==> config.mk <==
export PLATFORM = sky130hd
export DESIGN_NAME = store_buffer
export DESIGN_NICKNAME = d
export VERILOG_FILES = /design/src/rtl/mips_mem_pkg.sv /design/src/rtl/stb_fifo.sv /design/src/rtl/store_buffer.sv
export SDC_FILE = /design/constraint.sdc
export NUM_CORES = 1
export LEC_CHECK = 0
export CORE_MARGIN = 5
export CORE_UTILIZATION = 48
export DETAILED_ROUTE_END_ITERATION = 7
export PLACE_DENSITY = 0.78
export RECOVER_POWER = 100
export SLEW_MARGIN = 20
export SYNTH_ARGS = -nofsm -noshare
export SYNTH_HDL_FRONTEND = slang
export SYNTH_SLANG_ARGS = --single-unit
export TNS_END_PERCENT = 20
==> constraint.sdc <==
create_clock -name clk -period 3.3 [get_ports clk]
set_input_delay 0.33 -clock clk [delete_from_list [all_inputs] [get_ports clk]]
set_output_delay 0.33 -clock clk [all_outputs]
set_load 0.05 [all_outputs]
==> src/rtl/mips_mem_pkg.sv <==
// Shared memory-stage definitions for the MIPS data path.
//   stb_entry_t       : one buffered store (word address + data)
//   STB_DEPTH_DEFAULT : default store buffer depth
//   STB_AW            : byte-address width the entry layout is sized for
//   word_idx()        : byte address -> word index (drops addr[1:0])
package mips_mem_pkg;

    localparam int unsigned STB_DEPTH_DEFAULT = 4;
    localparam int unsigned STB_AW            = 32;

    typedef struct packed {
        logic [STB_AW-3:0] addr;
        logic [31:0]       data;
    } stb_entry_t;

    function automatic logic [STB_AW-3:0] word_idx(input logic [STB_AW-1:0] addr);
        return addr[STB_AW-1:2];
    endfunction

endpackage

==> src/rtl/stb_fifo.sv <==
// Entry storage for the store buffer: circular FIFO with head/tail/count.
// Ports:
//   clk, rst    : clock, asynchronous active-high reset
//   push        : write push_entry at tail (ignored when full)
//   push_entry  : entry to enqueue
//   pop         : retire head entry (ignored when empty)
//   head_entry  : oldest entry
//   entries     : raw storage, indexed by physical slot
//   head        : physical slot of the oldest entry
//   count       : entries occupied
//   full, empty : occupancy flags
module stb_fifo
    import mips_mem_pkg::*;
#(
    parameter int unsigned DEPTH = STB_DEPTH_DEFAULT,
    localparam int unsigned PW   = $clog2(DEPTH),
    localparam int unsigned CW   = PW + 1
) (
    input  logic             clk,
    input  logic             rst,
    input  logic             push,
    input  stb_entry_t       push_entry,
    input  logic             pop,
    output stb_entry_t       head_entry,
    output stb_entry_t       entries [DEPTH],
    output logic [PW-1:0]    head,
    output logic [CW-1:0]    count,
    output logic             full,
    output logic             empty
);

    stb_entry_t    mem_q [DEPTH];
    logic [PW-1:0] head_q, tail_q;
    logic [CW-1:0] count_q;
    logic          push_ok, pop_ok;

    assign full    = (count_q == CW'(DEPTH));
    assign empty   = (count_q == '0);
    assign push_ok = push && !full;
    assign pop_ok  = pop && !empty;

    // Storage needs no reset: validity is tracked by count alone.
    always_ff @(posedge clk) begin
        if (push_ok) begin
            mem_q[tail_q] <= push_entry;
        end
    end

    // DEPTH is a power of two, so pointer wrap is plain overflow.
    always_ff @(posedge clk or posedge rst) begin
        if (rst) begin
            head_q  <= '0;
            tail_q  <= '0;
            count_q <= '0;
        end else begin
            if (push_ok) tail_q <= tail_q + PW'(1);
            if (pop_ok)  head_q <= head_q + PW'(1);
            if (push_ok && !pop_ok)      count_q <= count_q + CW'(1);
            else if (pop_ok && !push_ok) count_q <= count_q - CW'(1);
        end
    end

    assign head_entry = mem_q[head_q];
    assign entries    = mem_q;
    assign head       = head_q;
    assign count      = count_q;

endmodule

==> src/rtl/store_buffer.sv <==
// Write-back store buffer between EX/MEM and the data memory.
// Stores are queued and drained in program order whenever the memory port
// is not taken by a load; loads look up the buffer by word index first.
// Optional feature: define STORE_BUFFER_FWD_EN to forward buffered data to
// hitting loads. Without it a hitting load stalls until no entry matches.
// Ports:
//   clk, rst                  : clock, asynchronous active-high reset
//   st_valid/st_addr/st_data  : store request
//   ld_valid/ld_addr          : load request
//   ld_data                   : load result (combinational, 0 when no load done)
//   stall                     : request not accepted/completed this cycle
//   mem_write/waddr/wdata     : data-memory write port (drain)
//   mem_read/raddr/rdata      : data-memory read port (load miss)
//   count                     : entries occupied
module store_buffer
    import mips_mem_pkg::*;
#(
    parameter int unsigned DEPTH = STB_DEPTH_DEFAULT,
    parameter int unsigned AW    = STB_AW,
    localparam int unsigned PW   = $clog2(DEPTH),
    localparam int unsigned CW   = PW + 1
) (
    input  logic          clk,
    input  logic          rst,
    input  logic          st_valid,
    input  logic [AW-1:0] st_addr,
    input  logic [31:0]   st_data,
    input  logic          ld_valid,
    input  logic [AW-1:0] ld_addr,
    output logic [31:0]   ld_data,
    output logic          stall,
    output logic          mem_write,
    output logic [AW-1:0] mem_waddr,
    output logic [31:0]   mem_wdata,
    output logic          mem_read,
    output logic [AW-1:0] mem_raddr,
    input  logic [31:0]   mem_rdata,
    output logic [CW-1:0] count
);

    stb_entry_t    head_entry;
    stb_entry_t    entries [DEPTH];
    stb_entry_t    push_entry;
    logic [PW-1:0] head;
    logic          full, empty;
    logic          push, drain;
    logic          hit, ld_hit, ld_block, load_mem;
    logic [31:0]   fwd_data;

    assign push_entry.addr = word_idx(st_addr);
    assign push_entry.data = st_data;

    // A full buffer refuses the store even if the head drains this cycle.
    assign push = st_valid && !full;

    stb_fifo #(
        .DEPTH (DEPTH)
    ) u_fifo (
        .clk        (clk),
        .rst        (rst),
        .push       (push),
        .push_entry (push_entry),
        .pop        (drain),
        .head_entry (head_entry),
        .entries    (entries),
        .head       (head),
        .count      (count),
        .full       (full),
        .empty      (empty)
    );

    // Walk oldest to youngest so the last match is the youngest store.
    always_comb begin
        hit      = 1'b0;
        fwd_data = '0;
        for (int i = 0; i < DEPTH; i++) begin
            if (CW'(i) < count &&
                entries[head + PW'(i)].addr == word_idx(ld_addr)) begin
                hit      = 1'b1;
                fwd_data = entries[head + PW'(i)].data;
            end
        end
    end

    assign ld_hit = ld_valid && hit;

`ifdef STORE_BUFFER_FWD_EN
    assign ld_block = 1'b0;
`else
    // Memory may be stale for this word until the matching stores drain.
    assign ld_block = ld_hit;
`endif

    // A full buffer gives the port to the drain so the pipeline can progress.
    assign load_mem = ld_valid && !ld_hit && !full;
    assign drain    = !empty && !load_mem;

    assign stall = (st_valid && full) ||
                   (ld_valid && ((!ld_hit && full) || ld_block));

    always_comb begin
        ld_data = '0;
        if (load_mem)                ld_data = mem_rdata;
        else if (ld_hit && !ld_block) ld_data = fwd_data;
    end

    assign mem_read  = load_mem;
    assign mem_raddr = ld_addr;
    assign mem_write = drain;
    assign mem_waddr = {head_entry.addr, 2'b00};
    assign mem_wdata = head_entry.data;

endmodule

# Word level (Yosys, flattened, before mapping)
# Cells that the tools add are included.
# Widths: inputs -> output; s select.
[op_classes]
addsub = 6
multipliers = 0
n_div = 0
magnitude_cmp = 10
eq_ne = 5
shift = 0
muxes = 22
bitwise = 5
n_reduce_logical = 27
[ops]
columns = ["operator", "n"]
rows = [
  ["$mux 62", 9],
  ["$bmux 62 s2", 4],
  ["$bwmux 248", 1],
  ["$demux 62 s2", 1],
  ["$eq 30x30->1", 4],
  ["$mux 32", 1],
  ["$logic_and 1x1->1", 17],
  ["$ge 3x3->1 const B", 5],
  ["$not 2->3", 5],
  ["$logic_not 1->1", 6],
  ["$lt 1x3->1 const A", 2],
  ["$lt 2x3->1 const A", 2],
  ["$mux 3", 2],
  ["$add 2x1->2 const B", 2],
  ["$add 2x2->2 const B", 2],
  ["$mux 1", 4],
  ["$add 3x1->3 const B", 1],
  ["$eq 3x3->1 const B", 1],
  ["$logic_not 3->1", 1],
  ["$lt 3x1->1 const B", 1],
  ["$sub 3x1->3 const B", 1],
  ["$logic_or 1x1->1", 2],
  ["$reduce_bool 2->1", 1],
]
[totals]
regBits = 255
latchBits = 0
ramBits = 0
rom_bits = 0
input_bits = 132
out_inout_bits = 134
word_cells = 86
memories = 0

# Longest topological paths before layout
[logic_depth]
word_depth = 20
depth_mapped = 16

# By module
# From an unflattened synthesis, not the netlist that was laid out.
[hier_totals]
hier_cells = 898
area_unflattened_um2 = 14498.9
[by_module_without_submodules]
columns = ["mod", "n_inst", "cells_each", "area_per_inst_um2"]
rows = [
  ["stb_fifo", 1, 360, 9454.1],
  ["store_buffer", 1, 538, 5044.8],
]

# Worst setup path before layout
# OpenSTA, ideal clock, no wires.
[synth_path]
path_type = "reg2out"
startpoint = "register u_fifo.head_q[1] (netlist: u_fifo.head[1])"
endpoint = "output port stall"
arrival_ps = 3943
t_required_ps = 2970
setup_slack_ps = -973
stages_incl_launch_ff = 12
cell_sequence = "dfrtp_1 > buf_4 > buf_4 > buf_2 > mux2i_1 > mux2i_1 > xnor2_1 > o2111ai_1 > or4_1 > o22ai_4 > o21ai_0 > a21oi_1"
[synth_via]
elab_chain_cells = 16
word_cells_on_any_way = 37
cone_classes = "add/sub (3); eq/ne (4); mux (16); bitwise (4); reduce/logical (10)"
[synth_lines]
columns = ["element", "line_no", "source"]
rows = [
  ["start, declared", "stb_fifo.sv:33", "logic [PW-1:0] head_q, tail_q;"],
  ["start signal, assigned", "stb_fifo.sv:57", "if (pop_ok) head_q <= head_q + PW'(1);"],
  ["$not 2->3 *", "-", ""],
  ["$bmux 62 s2 *", "-", ""],
  ["$mux 62 * (2 in series)", "-", ""],
  ["named net mem_waddr[21]", "store_buffer.sv:33", "output logic [AW-1:0] mem_waddr,"],
  ["$eq 30x30->1 *", "store_buffer.sv:78", "entries[head + PW'(i)].addr == word_idx(ld_addr)) begin"],
  ["$logic_and 1x1->1 *", "store_buffer.sv:77", "if (CW'(i) < count &&"],
  ["$mux 1 * (4 in series)", "store_buffer.sv:77", ""],
  ["$logic_and 1x1->1 *", "store_buffer.sv:85", "assign ld_hit = ld_valid && hit;"],
  ["$logic_not 1->1", "-", ""],
  ["$logic_and 1x1->1", "store_buffer.sv:99", "(ld_valid && ((!ld_hit && full) || ld_block));"],
  ["$logic_or 1x1->1 *", "store_buffer.sv:99", ""],
  ["$logic_and 1x1->1 *", "store_buffer.sv:99", ""],
  ["$logic_or 1x1->1 *", "store_buffer.sv:98", "assign stall = (st_valid && full) ||"],
  ["end, declared", "store_buffer.sv:31", "output logic stall,"],
]
# The timed path passes the listed nets; every way through them passes the cells marked *. The select of a mux whose other input is x is not followed.

# Final worst setup path
[layout_path]
startpoint = "register u_fifo.head_q[0] (netlist: u_fifo.head[0])"
endpoint = "output port ld_data[17]"
[layout_via]
elab_chain_cells = 15
word_cells_on_any_way = 36
cone_classes = "add/sub (3); eq/ne (4); mux (17); bitwise (4); reduce/logical (8)"
[layout_lines]
columns = ["element", "line_no", "source"]
rows = [
  ["$add 2x1->2 / $not 2->3 (equally long branches)", "store_buffer.sv:78", ""],
  ["$not 2->3 / $bmux 62 s2 (equally long branches)", "-", ""],
  ["$bmux 62 s2 / $mux 62 (equally long branches)", "-", ""],
  ["$mux 62 (not written as such)", "store_buffer.sv:78", ""],
  ["$mux 62 (not written as such) / $eq 30x30->1 (equally long branches)", "store_buffer.sv:78", ""],
  ["$eq 30x30->1 / $logic_and 1x1->1 (equally long branches)", "store_buffer.sv:78, store_buffer.sv:77", ""],
  ["$logic_and 1x1->1 / $mux 1 (equally long branches)", "store_buffer.sv:77", ""],
  ["$mux 1 (2 in series)", "store_buffer.sv:77", ""],
  ["$mux 1 *", "store_buffer.sv:77", ""],
  ["$logic_and 1x1->1 *", "store_buffer.sv:85", ""],
  ["$logic_not 1->1 *", "-", ""],
  ["$logic_and 1x1->1 * (2 in series)", "store_buffer.sv:95", "assign load_mem = ld_valid && !ld_hit && !full;"],
  ["$mux 32 *", "store_buffer.sv:103", "if (load_mem) ld_data = mem_rdata;"],
  ["end, declared", "store_buffer.sv:30", "output logic [31:0] ld_data,"],
]
# Every way passes the cells marked *; elsewhere a longest branch is shown, timed or not. The select of a mux whose other input is x is not followed.

==> flow_summary.json <==
{
  "nets": 1506,
  "drv_slew": 0,
  "die_x_um": 180,
  "hold_path_class": "in2async",
  "worst_pin_slew_ns": 0.748,
  "grt_pass1_wl_um": 62100,
  "io_buffers": 257,
  "peakVddDrop_v": 0.00109,
  "clock-sinks": 255,
  "final-setup-viol-count": 39,
  "syn_avg_cell_area_um2": 15.1,
  "synth_cells": 917,
  "synth_edf_count": 248,
  "overflow": 0,
  "dpl.hpwl_um": 31600,
  "arrival_ns": 3.97,
  "hold_buffers": 0,
  "finalCriticalPeriod_ns": 4.30,
  "p_per_area_nw_per_um2": 978,
  "holdWs_ns": 0.190,
  "fin_area_um2": 20000,
  "grt_max_degree": 58,
  "fin_skew_ns": 0.0183,
  "drv_cap": 0,
  "drt_iter0_markers": 662,
  "antenna_found_initial": 5,
  "grt_pass1_vias": 10400,
  "vias_per_cell": 5.52,
  "areaGrowthSynthToFinish_pct": 44.1,
  "cts_buffer_depth": 3,
  "grt_usage_pct": 24.8,
  "wl_per_cell_um": 23.5,
  "cp.required_ns": 2.97,
  "dpl_cell_area_um2": 18800,
  "violations": "setup timing",
  "status": "complete, but fails checks",
  "io_pins": 266,
  "core-area_um2": 28600,
  "fmax_ghz": 0.233,
  "ys_seq_area_share_pct": 54.9,
  "post_route_cells_drive_above_1_share_pct": 37.5,
  "die_h_um": 180,
  "tns_ns": -34.06,
  "num_vias": 9779,
  "clk_latency_ns": 0.54,
  "cts_inserted_buffers": 27,
  "synth_warnings": 0,
  "first_pass_iters": 6,
  "grt_setup_unrepaired": "yes",
  "cts_max_level": 1,
  "fin_ws_ns": -0.999,
  "async_flop_share_pct": 2.75,
  "antenna_left": 0,
  "syn_area_um2": 13900,
  "cts_tree": "built",
  "leakagePower_nw": 7.56,
  "cts.clk_slew.worst_paths_ns": 0.06,
  "finalHoldViolations": 0,
  "path_class": "reg2out",
  "initial_core_util_pct": 48.5,
  "synthDistinctLibCells": 65,
  "post-route-period-util_pct": 130,
  "dpl.cell_count": 1708,
  "dieArea_um2": 32400,
  "cts-root-buf": "clkbuf_16",
  "final_cells": 1772,
  "slew_headroom_pct": 50.2,
  "drt-total-wl_um": 41600,
  "drc": 0,
  "final_util_pct": 69.9,
  "crit_path_end_kind": "output pin",
  "synth-seq-cells": 255,
  "ys.flop_type": "edfxtp_1",
  "gp_congestion": 1.01,
  "std_cell_rows": 62,
  "crit_path_start_kind": "flip-flop",
  "crit_fanout": 7
}
-- registers in the layout (all words and copies together), names as in the netlist --
| name | cells |
|---|---|
| u_fifo.count | 3 |
| u_fifo.entries | 248 |
| u_fifo.head | 2 |
| u_fifo.tail_q | 2 |
-- path summary, 6_finish.rpt --
| check | start | endpoint | slack [ns] | cells after the start |
|---|---|---|---|---|
| worst max-delay path | u_fifo.head[0]$_DFFE_PP0P_ | ld_data[17] | -1.0 | 12 |
| worst min-delay path | rst | u_fifo.count[2]$_DFFE_PP0P_ | 0.19 | 2 |
| worst max register to register | u_fifo.head[0]$_DFFE_PP0P_ | u_fifo.count[2]$_DFFE_PP0P_ | -0.31 | 11 |
| worst min register to register | u_fifo.count[1]$_DFFE_PP0P_ | u_fifo.count[1]$_DFFE_PP0P_ | 0.64 | 3 |
| max in group asynchronous | rst | u_fifo.head[1]$_DFFE_PP0P_ | 2.84 | 2 |
| min in group clk | st_data[24] | u_fifo.entries[210]$_DFFE_PP_ | 0.50 | 1 |
-- kinds of logic after synthesis --
group | Yosys count | share of synthesized area, %
other cells | 1 | 0.0270
buf+inv | 114 | 5.11
xor+xnor | 106 | 6.69
mux | 217 | 22.0
flops | 255 | 54.9
simple gates | 123 | 5.63
fa+ha+maj | 9 | 0.811
compound gates | 92 | 4.86
-- per-layer routing --
layer  part of all wire, %  track usage (%)  vias up
li1                      -                -     4456
met1                    39             31.4     4855
met2                    49             41.7      378
met3                   7.8             5.79       86
met4                   4.3             9.62        4
met5                 0.050                0        -
-- cell usage after synthesis, types with 5 or more instances --
cell type	n	area, um^2
nand4_1	14	87.6
and2_1	9	56.3
nor4_1	6	37.5
nor3_1	5	25.0
mux4_2	67	1510
clkbuf_1	20	75.1
mux2i_1	134	1340
dfrtp_1	7	175
nor2_1	15	56.3
and2_4	29	254
xnor2_1	69	604
buf_4	43	323
buf_1	8	30.0
xor2_1	37	324
o22ai_1	11	68.8
o21ai_0	10	50.1
ha_1	9	113
inv_1	16	60.1
edfxtp_1	248	7450
buf_6	14	158
mux2_2	14	158
nand3_1	7	35.0
o2111ai_1	7	61.3
buf_2	12	60.1
nand2_1	17	63.8
a21oi_1	18	90.1
nand2b_1	7	43.8
-- where the power goes --
part	internal (mW)	switching, mW
Clock	1.67	1.26
Combinational	5.40	6.67
Sequential	4.28	0.268
Total	11.4	8.20
-- placed cells by master (no fill, tap or decap), drive strengths merged, types with 5 or more instances in the layout --
| cell | netlist | routed |
|---|---|---|
| buf | 77 | 313 |
| edfxtp | 248 | 248 |
| mux2i | 135 | 135 |
| dlygate4sd3 | 0 | 96 |
| clkdlybuf4s50 | 0 | 84 |
| xnor2 | 69 | 69 |
| mux4 | 68 | 68 |
| and2 | 38 | 38 |
| xor2 | 37 | 37 |
| clkbuf | 20 | 33 |
| inv | 17 | 22 |
| dlygate4sd2 | 0 | 18 |
| a21oi | 18 | 18 |
| nand2 | 17 | 17 |
| nor2 | 15 | 15 |
| nand4 | 14 | 14 |
| mux2 | 14 | 14 |
| o22ai | 12 | 12 |
| o21ai | 10 | 10 |
| clkinv | 0 | 10 |
| ha | 9 | 9 |
| nand2b | 7 | 7 |
| nand3 | 7 | 7 |
| o2111ai | 7 | 7 |
| dfrtp | 7 | 7 |
| nor4 | 7 | 7 |
| nor3 | 5 | 5 |
| or4 | 5 | 5 |
-- area by class of cell --
cell class	instances	area, um^2
Fill cell	1919	8620
Tap cell	384	480
Timing Repair Buffer	515	5050
Clock buffer	29	683
Sequential cell	255	7630
Multi-Input combinational cell	549	5900
Inverter	17	71.3
Antenna cell	3	7.51
Clock inverter	20	178
-- critical path, stage by stage, from the launching register on --
cell	delay [ns]
dfrtp_4	0.52
buf_12	0.15
mux4_2	0.48
xnor2_4	0.21
nand4_1	0.12
or4_4	0.55
or4_4	0.44
o22ai_4	0.27
nor4_4	0.09
buf_6	0.15
clkbuf_16	0.15
and2_4	0.16
buf_12	0.14
-- metrics by stage --
stage	setup slack, ns	total power [mW]
after floorplan	-0.262	11.9
final	-0.999	19.6
after global routing	-1.06	20.4
after global placement	-0.454	16.3
after CTS	-0.964	19.4
after detailed placement	-0.538	16.4
-- timing repair --
action                                  CTS  global route
buffers inserted                          5             6
endpoints found under the setup margin   58            58
cloned                                    0             2
gates resized for setup                  31            28
pin swaps                                 1            16
No activity file was read; power rests on OpenSTA's default activity.
